File: config.mk
export PLATFORM = sky130hd
export DESIGN_NAME = mandel_iter_ctrl
export DESIGN_NICKNAME = d
export VERILOG_FILES = /design/src/rtl/mandel_iter_ctrl.sv
export SDC_FILE = /design/constraint.sdc
export NUM_CORES = 1
export LEC_CHECK = 0
export ABC_CLOCK_PERIOD_IN_PS = 12200
export BUFFER_PORTS_ARGS = -buffer_cell sky130_fd_sc_hd__clkbuf_2
export CORE_MARGIN = 2
export CORE_UTILIZATION = 50
export DETAILED_ROUTE_END_ITERATION = 8
export GPL_ROUTABILITY_DRIVEN = 0
export PLACE_DENSITY = 0.81
export SLEW_MARGIN = 10
export SYNTH_ARGS = -nofsm -noshare
export SYNTH_HDL_FRONTEND = slang
export SYNTH_SLANG_ARGS = --single-unit
File: constraint.sdc
create_clock -name aclk -period 12.2 [get_ports aclk]
set_input_delay 3.05 -clock aclk [delete_from_list [all_inputs] [get_ports aclk]]
set_output_delay 3.05 -clock aclk [all_outputs]
set_load 0.005 [all_outputs]
File: src/rtl/mandel_iter_ctrl.sv
// Per-pixel Mandelbrot iteration controller: issues z to the multiply/add
// pipeline, closes the z = z^2 + c loop and reports the escape iteration count.
module mandel_iter_ctrl #(
    parameter int MAX_ITER = 255,
    parameter int ITER_W   = 8,
    parameter int LAT      = 2
) (
    input  logic              aclk,
    input  logic              arst,
    input  logic              in_valid,
    output logic              in_ready,
    input  logic [31:0]       c_re,
    input  logic [31:0]       c_im,
    output logic [31:0]       z_re_o,
    output logic [31:0]       z_im_o,
    output logic [31:0]       a0_o,
    output logic [31:0]       b0_o,
    output logic              ld_o,
    input  logic [31:0]       aa_minus_bb,
    input  logic [31:0]       twoab,
    input  logic [31:0]       a0_ret,
    input  logic [31:0]       b0_ret,
    input  logic              diverged,
    output logic              out_valid,
    input  logic              out_ready,
    output logic [ITER_W-1:0] iter_count,
    output logic              escaped
);

    localparam int CNT_W = (LAT < 1) ? 1 : $clog2(LAT + 1);
    localparam logic [CNT_W-1:0]  WAIT_LOAD = CNT_W'(LAT);
    localparam logic [CNT_W-1:0]  CNT_ZERO  = CNT_W'(0);
    localparam logic [CNT_W-1:0]  CNT_ONE   = CNT_W'(1);
    localparam logic [ITER_W-1:0] ITER_ZERO = ITER_W'(0);
    localparam logic [ITER_W-1:0] ITER_ONE  = ITER_W'(1);
    localparam logic [ITER_W-1:0] ITER_MAX  = ITER_W'(MAX_ITER);

    typedef enum logic [1:0] {
        ST_IDLE = 2'd0,
        ST_WAIT = 2'd1,
        ST_DONE = 2'd2
    } state_t;

    state_t             state_r;
    logic [CNT_W-1:0]   wait_cnt_r;
    logic [ITER_W-1:0]  iter_r;
    logic [31:0]        z_re_r;
    logic [31:0]        z_im_r;
    logic [31:0]        a0_r;
    logic [31:0]        b0_r;
    logic               ld_r;
    logic               in_ready_r;
    logic               out_valid_r;
    logic [ITER_W-1:0]  iter_count_r;
    logic               escaped_r;

    logic [31:0]        z_re_next_s;
    logic [31:0]        z_im_next_s;
    logic [ITER_W-1:0]  iter_inc_s;

    // Next z and iteration count, formed from the values returned by the add stage
    always_comb begin
        z_re_next_s = aa_minus_bb + a0_ret;
        z_im_next_s = twoab + b0_ret;
        iter_inc_s  = iter_r + ITER_ONE;
    end

    // Iteration FSM: accept, wait out the pipeline latency, sample, update or finish
    always_ff @(posedge aclk or posedge arst) begin
        if (arst) begin
            state_r      <= ST_IDLE;
            wait_cnt_r   <= CNT_ZERO;
            iter_r       <= ITER_ZERO;
            z_re_r       <= 32'd0;
            z_im_r       <= 32'd0;
            a0_r         <= 32'd0;
            b0_r         <= 32'd0;
            ld_r         <= 1'b0;
            in_ready_r   <= 1'b1;
            out_valid_r  <= 1'b0;
            iter_count_r <= ITER_ZERO;
            escaped_r    <= 1'b0;
        end else begin
            case (state_r)
                ST_IDLE: begin
                    if (in_valid) begin
                        z_re_r     <= 32'd0;
                        z_im_r     <= 32'd0;
                        a0_r       <= c_re;
                        b0_r       <= c_im;
                        ld_r       <= 1'b1;
                        iter_r     <= ITER_ZERO;
                        wait_cnt_r <= WAIT_LOAD;
                        in_ready_r <= 1'b0;
                        state_r    <= ST_WAIT;
                    end
                end
                ST_WAIT: begin
                    if (wait_cnt_r != CNT_ZERO) begin
                        wait_cnt_r <= wait_cnt_r - CNT_ONE;
                    end else if (diverged) begin
                        // The returned flag belongs to the z issued last, so iter is final
                        ld_r         <= 1'b0;
                        iter_count_r <= iter_r;
                        escaped_r    <= 1'b1;
                        out_valid_r  <= 1'b1;
                        state_r      <= ST_DONE;
                    end else begin
                        ld_r   <= 1'b0;
                        iter_r <= iter_inc_s;
                        if (iter_inc_s == ITER_MAX) begin
                            iter_count_r <= ITER_MAX;
                            escaped_r    <= 1'b0;
                            out_valid_r  <= 1'b1;
                            state_r      <= ST_DONE;
                        end else begin
                            z_re_r     <= z_re_next_s;
                            z_im_r     <= z_im_next_s;
                            wait_cnt_r <= WAIT_LOAD;
                        end
                    end
                end
                ST_DONE: begin
                    if (out_ready) begin
                        out_valid_r <= 1'b0;
                        in_ready_r  <= 1'b1;
                        state_r     <= ST_IDLE;
                    end
                end
                default: begin
                    out_valid_r <= 1'b0;
                    in_ready_r  <= 1'b1;
                    ld_r        <= 1'b0;
                    state_r     <= ST_IDLE;
                end
            endcase
        end
    end

    assign in_ready   = in_ready_r;
    assign z_re_o     = z_re_r;
    assign z_im_o     = z_im_r;
    assign a0_o       = a0_r;
    assign b0_o       = b0_r;
    assign ld_o       = ld_r;
    assign out_valid  = out_valid_r;
    assign iter_count = iter_count_r;
    assign escaped    = escaped_r;

endmodule

Word-level counts from Yosys, hierarchy flattened
Index checks and enable logic that the tools add are counted.
{"block": "classes", "n_addsub": 4, "n_eq_ne": 11, "muxes": 39, "bitwise": 4, "reduce_logical": 13}
{"op": "32-bit 2-to-1 mux", "n": 7}
{"op": "32-bit case mux with 2 select lines", "n": 2}
{"op": "32-bit adder", "n": 2}
{"op": "8-bit 2-to-1 mux", "n": 5}
{"op": "2-bit 2-to-1 mux", "n": 9}
{"op": "8-bit case mux with 2 select lines", "n": 1}
{"op": "4-bit AND reduction", "n": 4}
{"op": "1-bit 2-to-1 mux", "n": 10}
{"op": "2-bit != test (second input constant)", "n": 5}
{"op": "3-bit != test (second input constant)", "n": 3}
{"op": "1-bit case mux with 3 select lines", "n": 3}
{"op": "3-bit AND reduction", "n": 3}
{"op": "8-bit by 1-bit adder with 8-bit output (second input constant)", "n": 1}
{"op": "8-bit equality test (second input constant)", "n": 1}
{"op": "2-bit case mux with 3 select lines", "n": 1}
{"op": "2-bit nonzero test", "n": 3}
{"op": "5-bit AND reduction", "n": 1}
{"op": "1-bit inverter", "n": 4}
{"op": "2-bit case mux with 2 select lines", "n": 1}
{"op": "2-bit by 1-bit equality test with 1-bit output (second input constant)", "n": 1}
{"op": "2-bit equality test (second input constant)", "n": 1}
{"op": "2-bit logical NOT", "n": 1}
{"op": "2-bit AND reduction", "n": 1}
{"op": "2-bit by 1-bit subtractor with 2-bit output (second input constant)", "n": 1}
{"block": "totals", "register_bits": 152}

Logic depth before layout (Yosys ltp)
{"block": "depth", "ltp_word": 6, "ltp_mapped": 11, "mapped_depth_nobuf": 11}

Worst setup path before layout
OpenSTA, ideal clock, no wires.
{"block": "synth_timing", "kind": "input port to flip-flop", "start": "input twoab[0]", "end": "register z_im_r[24], in the netlist z_im_o[24]", "setup_ns": 0.122, "arrival_ns": 5.310, "required_time_ns": 12.078, "setup_slack_ns": 6.768, "cell_stages": 11, "n_path_buf": 0, "path_cell_list": "ha_1 inv_1 fa_1 and2b_4 o2111ai_1 a21boi_2 a2111oi_4 o211ai_2 and3_1 or4_1 a32o_1"}
{"block": "synth_between", "elab_chain_len": 5}
{"item": "start, declared", "line": "20", "text": "input logic [31:0] twoab,"}
{"item": "32-bit adder", "line": "64", "text": "z_im_next_s = twoab + b0_ret;"}
{"item": "32-bit 2-to-1 mux", "line": "111", "text": "if (iter_inc_s == ITER_MAX) begin"}
{"item": "32-bit 2-to-1 mux", "line": "101", "text": "end else if (diverged) begin"}
{"item": "32-bit 2-to-1 mux", "line": "99", "text": "if (wait_cnt_r != CNT_ZERO) begin"}
{"item": "32-bit case mux with 2 select lines", "line": "84", "text": "case (state_r)"}
{"item": "end signal, assigned", "line": "118", "text": "z_im_r <= z_im_next_s;"}
{"item": "end, declared", "line": "48", "text": "logic [31:0] z_im_r;"}
Every way passes these cells. The select of a mux whose other input is x is not followed.
A chain may end at the register's enable or synchronous reset.

Final worst setup path
{"block": "layout_timing", "start": "input twoab[0]", "end": "register z_im_r[30], in the netlist z_im_o[30]"}
Same word-level chain as after synthesis.

==> run_results.csv <==
group,metric,value,unit
die,rows,49,
die,io_pins,337,
placed_design,port_buffers,336,
clocking,cts_sinks,152,
power,power.leakage,0.00587,µW
sta,fmax,0.182,GHz
sta,setup_viol,0,
logic_synthesis,netlist.area_leader.share,40.8,%
logic_synthesis,synthTopCellsByArea,"dfrtp_1, ha_1, mux2_2",
final_layout,layout.cells.non_filler,1512,
global_routing,first_global_vias,8125,
clocking,cts_root_buffer,"clkbuf_16",
logic_synthesis,synth_edf_count,0,
clocking,clkLatencyLatePin,0.42,ns
sta,drv_slew,0,
sta,hold_ws,0.484,ns
sta,fin_tns_setup,0,ns
sta,finClkSkew,0.0162,ns
final_layout,fillers,1461,
final_layout,diodes,0,
status,status,"finished, violations left",
detailed_routing,first_pass_iters,9,
clocking,cts-htree-levels,4,
power,clkPwrFrac,22.2,%
worst_setup_path,worstSetupStartpointType,"input pin",
worst_setup_path,crit_type,"input pin to register",
sta,post-route-period-util,45.2,%
power,combPwrFrac,40.1,%
final_layout,area_growth,26.1,%
logic_synthesis,synth_ff_type,"dfrtp_1",
global_routing,antenna_found_initial,0,
power,p_per_area,202,mW/mm²
sta,period_minus_slack,5.51,ns
detailed_routing,drc_errors,25,
die,start_util,51.2,%
logic_synthesis,synth_top_area_cell,"dfrtp_1",
run,cap_violations,0,
die,design.core.area,0.0181,mm²
detailed_routing,viasPerCell,5.69,
sta,slew_headroom,40.5,%
global_routing,grt_pass1_wl,41000,µm
logic_synthesis,ys_warn_count,0,
clocking,cts-resized-gates,0,
power,seq_power_share,37.7,%
clocking,cts_tree,"yes",
power,p_switching,900,µW
worst_setup_path,critPathCaptureType,"register",
clocking,clk_pin_slew,0.07,ns
logic_synthesis,synth.yosys.seq_area_share,41.1,%
global_routing,grt.overflow.total,0,
clocking,cts_buffers,17,
placed_design,placed_area,0.0111,mm²
power,ir_worst_vdd,94.8,µV
detailed_routing,vias,8604,
final_layout,fin_nets,1535,
detailed_routing,wire_per_inst,17.3,µm
logic_synthesis,yosysUniqueCellTypes,66,
die,dieArea,0.0196,mm²
detailed_routing,routed_wl,26100,µm
detailed_routing,postRouteAntennaNets,0,
global_routing,grt_start_max_net_pins,83,
power,p_sw_share,38.1,%
final_layout,finalInstanceArea,0.0117,mm²
die,fp.dieH,140,µm
logic_synthesis,synthesis.nets,1222,
final_layout,final_common_cell,"clkbuf_2",
clocking,clockBufferDepth,2,
worst_setup_path,rrSetupSlack,8.94,ns
sta,worst_pin_slew,0.892,ns
final_layout,most-common-layout-cells,"clkbuf_2, dfrtp_1, nand2_1, o21ai_0",
clocking,holdBufCountCts,0,
final_layout,fin_util,64.6,%
logic_synthesis,synth_area,0.00927,mm²
power,intPower,1460,µW
logic_synthesis,ys_seq_elements,152,
clocking,cts_setup_buffers,0,
status,violations,"DRC",
min_path,min-delay-path-class,"register to register",
logic_synthesis,synthCells,957,
sta,hold_violations,0,
die,die_w,140,µm
final_layout,drive_above_1_share,35.2,%
sta,rsz0062_at_grt,"no",
detailed_routing,drt_iter0_markers,537,
placed_design,hpwl,20000,µm
worst_setup_path,critPathRequiredTime,12.50,ns
worst_setup_path,arrival,5.81,ns
global_routing,globalRouteTotalUtil,25.9,%
worst_setup_path,crit_fanout,6,
logic_synthesis,synth_area_per_cell,9.68,µm²
logic_synthesis,async_flop_share,100,%
placed_design,place_inst,1480,
-- sequential cells by signal (all words and copies together), names as in the netlist, 2 cells and up --
signal	count
wait_cnt_r	2
state_r	2
iter_r	8
z_im_o	32
b0_o	32
z_re_o	32
a0_o	32
iter_count	8
-- critical path, stage by stage --
cell and delay (ns):
clkbuf_2 0.10, ha_1 0.23, inv_1 0.08, fa_1 0.39, and2b_4 0.27, o2111ai_1 0.15, a21boi_2 0.26, a2111oi_4 0.11
o211ai_2 0.26, a31oi_1 0.24, o311a_1 0.40, a211o_1 0.26
-- path summary, 6_finish.rpt --
check	from	end	cells past startpoint
hold reg to reg	z_im_o[13]$_DFFE_PP0P_	z_im_o[13]$_DFFE_PP0P_	2
min in group asynchronous	arst	a0_o[17]$_DFFE_PP0P_	2
setup / recovery	twoab[0]	z_im_o[30]$_DFFE_PP0P_	12
max in group asynchronous	arst	a0_o[29]$_DFFE_PP0P_	3
setup reg to reg	iter_r[0]$_DFFE_PP0P_	z_im_o[26]$_DFFE_PP0P_	9
hold / removal	z_im_o[13]$_DFFE_PP0P_	z_im_o[13]$_DFFE_PP0P_	2
-- power by group through the flow --
stage | sequential, µW | clock [µW] | combinational (µW)
floorplan | 870 | 0 | 558
global placement | 889 | 0 | 924
detailed placement | 896 | 0 | 954
CTS | 889 | 532 | 956
global route | 915 | 552 | 1050
finish | 891 | 525 | 948
-- through the flow --
stage,setup WS [ns],power (µW)
3_3_place_gp,6.45,1810
5_1_grt,6.55,2520
6_report,6.69,2360
4_1_cts,6.72,2380
3_5_place_dp,6.30,1850
2_1_floorplan,5.06,1430
-- per-layer routing --
metal | vias up | track usage [%] | part of all wire [%] | routed length (µm)
met4 | 0 | 8.67 | 2.2 | 577
met5 | - | 0 | 0 | 0
met1 | 4072 | 32.2 | 41 | 10600
met2 | 365 | 45.8 | 50 | 13200
li1 | 4127 | - | - | -
met3 | 40 | 4.65 | 6.6 | 1740
-- logic make-up after synthesis --
logic type | after synthesis | share of synthesized area, %
and+or+nand+nor | 259 | 13.0
muxes | 69 | 8.34
DFF | 152 | 41.1
buffers and inverters | 77 | 3.25
xor gates and xnor gates | 50 | 4.73
AOI/OAI and AO/OA | 282 | 20.3
adders and majority gates | 68 | 9.34
-- synthesized netlist by cell type (23+ instances only) --
cell      count
a21o_1       32
a21oi_1      58
clkbuf_1     38
dfrtp_1     151
ha_1         66
inv_1        30
mux2_2       66
nand2_1     109
nand3_1      23
nor2_1       46
o21ai_0      70
o31ai_1      34
xnor2_1      24
xor2_1       26
-- area by class of cell --
| class | instances | area (µm²) | area share (%) |
|---|---|---|---|
| well taps | 229 | 287 | 2.45 |
| inverters | 30 | 118 | 1.01 |
| multi-input cells | 728 | 5180 | 44.3 |
| clock inverters | 15 | 156 | 1.34 |
| clock buffers | 17 | 425 | 3.64 |
| flip-flops and latches | 152 | 3800 | 32.5 |
| repair buffers | 341 | 1720 | 14.7 |
(Power assumes the default switching activity.)
